<file path="src/rtl/uart_tx_fsm_if.sv">
// uart_tx_fsm_if: byte handshake plus serial line and status for the UART transmitter.
// Latency: none; this is a wiring bundle only.
// Backpressure: the producer holds tx_valid and tx_data until it sees tx_ready.
interface uart_tx_fsm_if #(
    parameter int DATA_BITS = 8
);
    logic [DATA_BITS-1:0] tx_data;
    logic                 tx_valid;
    logic                 tx_ready;
    logic                 txd;
    logic                 tx_busy;
    logic                 tx_done;

    // Producer side: offers bytes and watches the line and status.
    modport master (
        output tx_data,
        output tx_valid,
        input  tx_ready,
        input  txd,
        input  tx_busy,
        input  tx_done
    );

    // Transmitter side: accepts bytes and drives the line and status.
    modport slave (
        input  tx_data,
        input  tx_valid,
        output tx_ready,
        output txd,
        output tx_busy,
        output tx_done
    );
endinterface

</file>
<file path="src/rtl/uart_tx_fsm.sv">
// uart_tx_fsm: UART serialiser, start / DATA_BITS LSB-first / optional parity / stop bits.
// Latency: start bit appears on txd the cycle after acceptance; frame = bits x CLKS_PER_BIT.
// Backpressure: tx_ready only in IDLE, so a new byte waits until the current frame ends.
// Build option: define UART_TX_PARITY_EN to insert a parity bit (even, or odd with PARITY_ODD=1).
module uart_tx_fsm #(
    parameter int CLKS_PER_BIT = 868,
    parameter int DATA_BITS    = 8,
    parameter int STOP_BITS    = 1,
    parameter int PARITY_ODD   = 0
) (
    input  logic         clk,
    input  logic         rst,
    uart_tx_fsm_if.slave tx_if
);

    // Elaboration-time guard on the legal parameter ranges.
    if (CLKS_PER_BIT < 2 || CLKS_PER_BIT > 65535 ||
        DATA_BITS < 5 || DATA_BITS > 8 ||
        (STOP_BITS != 1 && STOP_BITS != 2) ||
        (PARITY_ODD != 0 && PARITY_ODD != 1)) begin : g_bad_param
        $error("uart_tx_fsm: parameter out of range");
    end

    // Last value of each counter, pre-sized to the counter widths.
    localparam logic [15:0] CNT_LAST      = 16'(CLKS_PER_BIT - 1);
    localparam logic [2:0]  IDX_LAST      = 3'(DATA_BITS - 1);
    localparam logic        STOP_IDX_LAST = 1'(STOP_BITS - 1);

`ifdef UART_TX_PARITY_EN
    localparam logic PAR_ODD_BIT = 1'(PARITY_ODD);

    typedef enum logic [2:0] {
        IDLE   = 3'd0,
        START  = 3'd1,
        DATA   = 3'd2,
        PARITY = 3'd3,
        STOP   = 3'd4
    } state_t;
`else
    typedef enum logic [1:0] {
        IDLE  = 2'd0,
        START = 2'd1,
        DATA  = 2'd2,
        STOP  = 2'd3
    } state_t;
`endif

    state_t               state_q,    state_d;
    logic [15:0]          cnt_q,      cnt_d;
    logic [2:0]           bit_idx_q,  bit_idx_d;
    logic                 stop_idx_q, stop_idx_d;
    logic [DATA_BITS-1:0] shift_q,    shift_d;
`ifdef UART_TX_PARITY_EN
    logic                 parity_q,   parity_d;
`endif

    // Output registers; their next values are decoded from the next state so
    // every output lines up with the state it describes.
    logic txd_q,   txd_d;
    logic ready_q, ready_d;
    logic busy_q,  busy_d;
    logic done_q,  done_d;

    logic bit_end;
    logic accept;

    assign bit_end = (cnt_q == CNT_LAST);
    assign accept  = tx_if.tx_valid && ready_q;

    // State, counters, shift register and output registers; reset parks the line high.
    always_ff @(posedge clk or posedge rst) begin
        if (rst) begin
            state_q    <= IDLE;
            cnt_q      <= '0;
            bit_idx_q  <= '0;
            stop_idx_q <= 1'b0;
            shift_q    <= '0;
`ifdef UART_TX_PARITY_EN
            parity_q   <= 1'b0;
`endif
            txd_q      <= 1'b1;
            ready_q    <= 1'b0;
            busy_q     <= 1'b0;
            done_q     <= 1'b0;
        end else begin
            state_q    <= state_d;
            cnt_q      <= cnt_d;
            bit_idx_q  <= bit_idx_d;
            stop_idx_q <= stop_idx_d;
            shift_q    <= shift_d;
`ifdef UART_TX_PARITY_EN
            parity_q   <= parity_d;
`endif
            txd_q      <= txd_d;
            ready_q    <= ready_d;
            busy_q     <= busy_d;
            done_q     <= done_d;
        end
    end

    // Next-state logic: bit timing, data shifting and frame sequencing.
    always_comb begin
        state_d    = state_q;
        cnt_d      = cnt_q;
        bit_idx_d  = bit_idx_q;
        stop_idx_d = stop_idx_q;
        shift_d    = shift_q;
`ifdef UART_TX_PARITY_EN
        parity_d   = parity_q;
`endif

        case (state_q)
            IDLE: begin
                cnt_d      = '0;
                bit_idx_d  = '0;
                stop_idx_d = 1'b0;
                if (accept) begin
                    // The byte is captured here; later changes on tx_data are ignored.
                    shift_d = tx_if.tx_data;
`ifdef UART_TX_PARITY_EN
                    parity_d = (^tx_if.tx_data) ^ PAR_ODD_BIT;
`endif
                    state_d = START;
                end
            end

            START: begin
                if (bit_end) begin
                    cnt_d   = '0;
                    state_d = DATA;
                end else begin
                    cnt_d = cnt_q + 16'd1;
                end
            end

            DATA: begin
                if (bit_end) begin
                    cnt_d   = '0;
                    shift_d = shift_q >> 1;
                    if (bit_idx_q == IDX_LAST) begin
                        bit_idx_d = '0;
`ifdef UART_TX_PARITY_EN
                        state_d   = PARITY;
`else
                        state_d   = STOP;
`endif
                    end else begin
                        bit_idx_d = bit_idx_q + 3'd1;
                    end
                end else begin
                    cnt_d = cnt_q + 16'd1;
                end
            end

`ifdef UART_TX_PARITY_EN
            PARITY: begin
                if (bit_end) begin
                    cnt_d   = '0;
                    state_d = STOP;
                end else begin
                    cnt_d = cnt_q + 16'd1;
                end
            end
`endif

            STOP: begin
                if (bit_end) begin
                    cnt_d = '0;
                    if (stop_idx_q == STOP_IDX_LAST) begin
                        stop_idx_d = 1'b0;
                        state_d    = IDLE;
                    end else begin
                        stop_idx_d = stop_idx_q + 1'b1;
                    end
                end else begin
                    cnt_d = cnt_q + 16'd1;
                end
            end

            default: begin
                state_d = IDLE;
                cnt_d   = '0;
            end
        endcase
    end

    // Output decode from the next state, so the registered outputs switch
    // on the same edge as the state they belong to.
    always_comb begin
        txd_d   = 1'b1;
        ready_d = (state_d == IDLE);
        busy_d  = (state_d != IDLE);
        // Done marks the final cycle of the last stop bit.
        done_d  = (state_d == STOP) && (cnt_d == CNT_LAST) &&
                  (stop_idx_d == STOP_IDX_LAST);

        case (state_d)
            IDLE:    txd_d = 1'b1;
            START:   txd_d = 1'b0;
            DATA:    txd_d = shift_d[0];
`ifdef UART_TX_PARITY_EN
            PARITY:  txd_d = parity_d;
`endif
            STOP:    txd_d = 1'b1;
            default: txd_d = 1'b1;
        endcase
    end

    assign tx_if.txd      = txd_q;
    assign tx_if.tx_ready = ready_q;
    assign tx_if.tx_busy  = busy_q;
    assign tx_if.tx_done  = done_q;

endmodule

</file>
<file path="src/flat_wrapper.sv">
// flat-port wrapper written by rule: the top's interface ports become plain ports
module uart_tx_fsm_flat 
#(
    parameter int CLKS_PER_BIT = 868,
    parameter int DATA_BITS    = 8,
    parameter int STOP_BITS    = 1,
    parameter int PARITY_ODD   = 0
)
  (clk, rst, tx_if_tx_data, tx_if_tx_valid, tx_if_tx_ready, tx_if_txd, tx_if_tx_busy, tx_if_tx_done);
  uart_tx_fsm_if #(.DATA_BITS(DATA_BITS)) tx_if_i ();
  input  logic clk;
  input  logic rst;
  input wire logic [$bits(tx_if_i.tx_data)-1:0] tx_if_tx_data;
  input wire logic [$bits(tx_if_i.tx_valid)-1:0] tx_if_tx_valid;
  output wire logic [$bits(tx_if_i.tx_ready)-1:0] tx_if_tx_ready;
  output wire logic [$bits(tx_if_i.txd)-1:0] tx_if_txd;
  output wire logic [$bits(tx_if_i.tx_busy)-1:0] tx_if_tx_busy;
  output wire logic [$bits(tx_if_i.tx_done)-1:0] tx_if_tx_done;
  assign tx_if_i.tx_data = tx_if_tx_data;
  assign tx_if_i.tx_valid = tx_if_tx_valid;
  assign tx_if_tx_ready = tx_if_i.tx_ready;
  assign tx_if_txd = tx_if_i.txd;
  assign tx_if_tx_busy = tx_if_i.tx_busy;
  assign tx_if_tx_done = tx_if_i.tx_done;
  uart_tx_fsm #(.CLKS_PER_BIT(CLKS_PER_BIT), .DATA_BITS(DATA_BITS), .STOP_BITS(STOP_BITS), .PARITY_ODD(PARITY_ODD)) u_core (.clk(clk), .rst(rst), .tx_if(tx_if_i));
endmodule
</file>
<file path="config.mk">
export PLATFORM = sky130hd
export DESIGN_NAME = uart_tx_fsm_flat
export DESIGN_NICKNAME = d
export VERILOG_FILES = /design/src/rtl/uart_tx_fsm_if.sv /design/src/rtl/uart_tx_fsm.sv /design/src/flat_wrapper.sv
export SDC_FILE = /design/constraint.sdc
export NUM_CORES = 1
export LEC_CHECK = 0
export CAP_MARGIN = 30
export CORE_UTILIZATION = 45
export DETAILED_ROUTE_END_ITERATION = 10
export HOLD_SLACK_MARGIN = 0.1
export PLACE_DENSITY_LB_ADDON = 0.05
export SLEW_MARGIN = 25
export SYNTH_ARGS = -nofsm -noshare
export SYNTH_HDL_FRONTEND = slang
export SYNTH_SLANG_ARGS = --single-unit
</file>
<file path="constraint.sdc">
create_clock -name clk -period 4.06 [get_ports clk]
set_input_delay 0.609 -clock clk [delete_from_list [all_inputs] [get_ports clk]]
set_output_delay 0.609 -clock clk [all_outputs]
set_load 0.03 [all_outputs]
</file>
# Word-level counts from Yosys, hierarchy flattened
# Index checks and enable logic that the tools add are counted.
# word_totals
ff_bits	34
# op_classes
n_addsub	3
n_eq_ne	11
mux	19
bitwise_logic	1
n_reduce_logical	11
# op_table
operator	n
16-bit by 10-bit equality test with 1-bit output (second input constant)	2
16-bit case mux with 2 select lines	1
16-bit by 1-bit adder with 16-bit output (second input constant)	1
16-bit 2-to-1 mux	1
8-bit 2-to-1 mux	2
8-bit case mux with 2 select lines	1
2-bit 2-to-1 mux	6
2-bit equality test (second input constant)	4
2-bit case mux with 4 select lines	1
3-bit 2-to-1 mux	2
3-bit case mux with 2 select lines	1
2-bit by 1-bit equality test with 1-bit output (second input constant)	2
2-bit logical NOT	2
2-bit by 1-bit inequality test with 1-bit output (second input constant)	2
2-bit nonzero test	2
3-bit by 1-bit adder with 3-bit output (second input constant)	1
3-bit equality test (second input constant)	1
1-bit logical AND	3
1-bit case mux with 3 select lines	1
3-bit AND reduction	1
3-bit OR reduction	1
1-bit 2-to-1 mux	2
1-bit case mux with 2 select lines	1
2-bit AND reduction	1
3 further kinds	3

# Depth between registers and ports, before layout
# logic_depth
ltp_word	7
ltp_mapped	13
depth_no_buf	11

# Worst setup path after synthesis
# OpenSTA, ideal clock, no wires.
# synth_timing
path_type	register -> register
from	reg u_core.cnt_q[0]
to	reg u_core.done_q, in the netlist u_core.tx_if.tx_done
arrival_time_ps	2390
setup_slack_ps	1574
path_stages_with_launch	14
synth_period_minus_slack_ps	2486
path_cell_list	dfrtp_1 > ha_1 > buf_6 > nor4b_1 > and4_1 > and2_1 > buf_2 > a311o_1 > o31a_1 > ha_1 > nand4_1 > nor2_1 > nand4b_1 > nor4_2
# synth_via
elab_chain_cells	6
elab_cells_between_ends	15
cone_classes	add/sub (1); eq/ne (3); mux (8); bitwise (1); reduce/logical (2)
# synth_lines
item	line	rtl
from (decl)	uart_tx_fsm.sv:49	logic [15:0] cnt_q, cnt_d;
from (signal assigned)	uart_tx_fsm.sv:87	cnt_q <= cnt_d;
16-bit by 10-bit equality test with 1-bit output (*)	uart_tx_fsm.sv:67	assign bit_end = (cnt_q == CNT_LAST);
2-bit 2-to-1 mux (on tied branches)	uart_tx_fsm.sv:167, uart_tx_fsm.sv:128, uart_tx_fsm.sv:137	
2-bit case mux with 4 select lines (*)	uart_tx_fsm.sv:112	case (state_q)
via u_core.state_d[0]	uart_tx_fsm.sv:48	state_t state_q, state_d;
2-bit equality test (*)	uart_tx_fsm.sv:194	done_d = (state_d == STOP) && (cnt_d == CNT_LAST) &&
1-bit logical AND (*) (2 in series)	uart_tx_fsm.sv:194	
via u_core.done_d	uart_tx_fsm.sv:62	logic done_q, done_d;
to (signal assigned)	uart_tx_fsm.sv:97	done_q <= done_d;
to (decl)	uart_tx_fsm.sv:62	
# Mark *: on every way through the listed nets, which the timed path passes. The rest lies on a longest branch.
# A chain may end at the register's enable or synchronous reset.

# Worst setup path after layout
# Ends and elaborated chain as after synthesis.

==> flow_summary.toml <==
[outcome]
status = "finished clean"

[worst_setup_path]
cp-start-kind = "flip-flop"
r2r-start = "u_core.cnt_q[0]"
cp.arrival_ns = 3.14
path_buf_inv = 0
slowest_delay_ns = 0.44
path_common_cell = "ha_1"
crit_required_ns = 4.25
criticalPathCategory = "reg2reg"
cp_cell_sequence = "ha_1 -> nor4b_1 -> and4_1 -> and2_1 -> a311o_1 -> o31a_1 -> ha_1 -> nand4_1 -> nor2_1 -> nand4b_1 -> nor4_2"
cp-end-kind = "flip-flop"
critPathLaunch = "u_core.cnt_q[0]"
slowest_stage = "dfrtp_1"
cp_top_family = "simple AND/OR/NAND/NOR gates"
crit_fanout = 9

[die]
dieArea_um2 = 5086
dieHeight_um = 71.32
core-area_um2 = 4474
fp.dieW_um = 71.32
rows = 24
start_util_pct = 48.32
ioPinCount = 15

[timing]
drv_slew = 0
hold_violations = 0
max_freq_mhz = 339.8
finalCritPeriodShare_pct = 72.49
relSlewSlack_pct = 43.54
finalCriticalPeriod_ns = 2.943
setup_viol = 0
worst_pin_slew_ns = 0.8453
clock_skew_ns = 0.006735
finalSetupTns_ns = 0
grt_setup_unrepaired = "no"

[grt]
grt_max_degree = 21
busiest_layer = "met2"
grt_usage_pct = 20.64
use_met1_pct = 26.42
antenna_found_initial = 0
grt_first_pass_wirelength_um = 8107
met3_usage_pct = 4.219
gr-total-overflow = 0
use_met2_pct = 35.13
grt_pass1_vias = 1699

[flow_run]
cap_viol_max_count = 0

[routing]
wl_per_cell_um = 15.97
drt-initial-drc-count = 96
final_antenna_net_count = 0
totalWireLength_um = 4551
drc = 0
vias = 1631
avgViaCountPerCell = 5.723
drt_first_pass_iters = 4

[place]
dp_hpwl_um = 3415
place.gp.congestion = 0.8603
placed_cell_area_um2 = 2272
port_buffers = 14

[worst_hold_path]
hold_path_class = "reg2reg"
min-delay-start = "u_core.bit_idx_q[1]"

[logic_synthesis]
yosysTopAreaCellShare_pct = 38.19
yosysWarnings = 0
async_flop_share_pct = 100.0
synth_cell_types = 57
syn_nets = 248
synthCells = 224
synth_edf_count = 0
synth-seq-cells = 34
synth_area_leader_cell = "dfrtp_1"
ys_top_cells_by_area = "dfrtp_1 38%, ha_1 7.5%, nor2_1 5.7%"
synth_flop_cell = "dfrtp_1"
avgSynthCellArea_um2 = 9.652
netlist_area_um2 = 2162
synth-seq-area-share_pct = 39.41

[cells_and_area]
fin_nets = 256
num_antenna_cells = 0
final_cell_mix = "33 x nor2_1, 33 x dfrtp_1, 15 x inv_1"
syn_to_final_growth_pct = 10.18
fillCellCount = 419
stdcell_area_um2 = 2382
layout-drive-gt1-share_pct = 12.45

[cts]
clk_latency_ns = 0.29
cts_made_buffers = 5
clock-root-buffer = "clkbuf_8"
cts_hold_buf = 0
cts_buffer_depth = 2
cts.clk_slew.worst_paths_ns = 0.07
clock_sinks = 34
cts.htree.levels = 2
cts_setup_buffers = 0
cts_tree = "yes"
ctsResizeCount = 0

[pwr]
power_leakage_nw = 0.9842
ir_drop_mv = 0.3924
power.density_nw_per_um2 = 605.2
## power by group
group	internal, mW	total, mW	leakage, nW	switching [mW]
logic	0.249	0.634	0.481	0.385
registers	0.431	0.512	0.446	0.0811
clock network	0.171	0.296	0.0575	0.125
## path summary, 6_finish.rpt
| check | end | slack [ns] | depth (start not counted) |
|---|---|---|---|
| worst max register to register | u_core.tx_if.tx_done | 1.12 | 11 |
| worst min-delay path | u_core.bit_idx_q[1] | 0.52 | 1 |
| worst min register to register | u_core.bit_idx_q[1] | 0.52 | 1 |
| max in group asynchronous | u_core.tx_if.txd | 2.53 | 3 |
| worst max-delay path | u_core.tx_if.tx_done | 1.12 | 11 |
| min in group asynchronous | u_core.cnt_q[14] | 0.76 | 2 |
## cell type report
type,count,area (um2),share of cell area (%)
Tap cell,52,65.06,2.731
Inverter,16,60.06,2.521
Multi-Input combinational cell,160,1147,48.16
Sequential cell,34,852.1,35.77
Clock buffer,8,110.1,4.622
Timing Repair Buffer,15,147.6,6.198
## worst register-to-register path, cell delays in order, from the launching register on
cell and delay [ns]:
dfrtp_1 0.44, ha_1 0.41, nor4b_1 0.25, and4_1 0.23, and2_1 0.32, a311o_1 0.24, o31a_1 0.19, ha_1 0.17
nand4_1 0.10, nor2_1 0.12, nand4b_1 0.12, nor4_2 0.25
## cell usage after synthesis, drive strengths merged, types with 2 or more instances
library cell and count:
a211o 2, or4 2, o31a 2, o21ai 3, mux2 2, nor2 33
a21oi 15, o31ai 3, inv 16, xnor2 13, a211oi 2, nor3 4
or3 2, xor2 2, buf 12, o22ai 2, nand3 5, a22oi 8
a21boi 2, dfrtp 33, nand2 10, ha 13, clkbuf 2, and4 5
nor4 7, nand4 7, a22o 2
## registers in the layout, summed over array words and instances (netlist names)
register,flops
u_core.tx_if.tx_busy,1
u_core.cnt_q,16
u_core.tx_if.txd,1
u_core.bit_idx_q,3
u_core.tx_if.tx_done,1
u_core.state_q,2
u_core.tx_if.tx_ready,1
u_core.shift_q,8
u_core.stop_idx_q,1
## metal layers
metal	routed length [um]	up-vias
met2	2311	19
met5	0	-
li1	-	810
met4	58	0
met1	2081	797
met3	99	5
## through the flow
| step | worst slack [ns] | total power [mW] | std cells | utilization, % | hold WS, ns |
|---|---|---|---|---|---|
| floorplan | 1.574 | 1.027 | 224 | - | 0.4771 |
| global placement | 1.209 | 1.133 | 277 | 50.78 | 0.4932 |
| detailed placement | 1.100 | 1.157 | 277 | 50.78 | 0.5036 |
| CTS | 1.081 | 1.462 | 285 | 53.24 | 0.5211 |
| global route | 0.7674 | 1.576 | 285 | 53.24 | 0.5382 |
| finish | 1.117 | 1.442 | 285 | 53.24 | 0.5180 |
## cells by family (layout without fill, tap and decap cells)
group / after synthesis / in the layout / synth area share (%)
AOI/OAI and AO/OA: 47 / 47 / 16.15
xor gates and xnor gates: 15 / 15 / 6.077
adders and majority gates: 13 / 13 / 7.523
buffers and inverters: 30 / 39 / 7.523
DFF: 34 / 34 / 39.41
muxes: 3 / 3 / 1.505
and+or+nand+nor: 82 / 82 / 21.82
No activity file was read; power rests on OpenSTA's default activity.
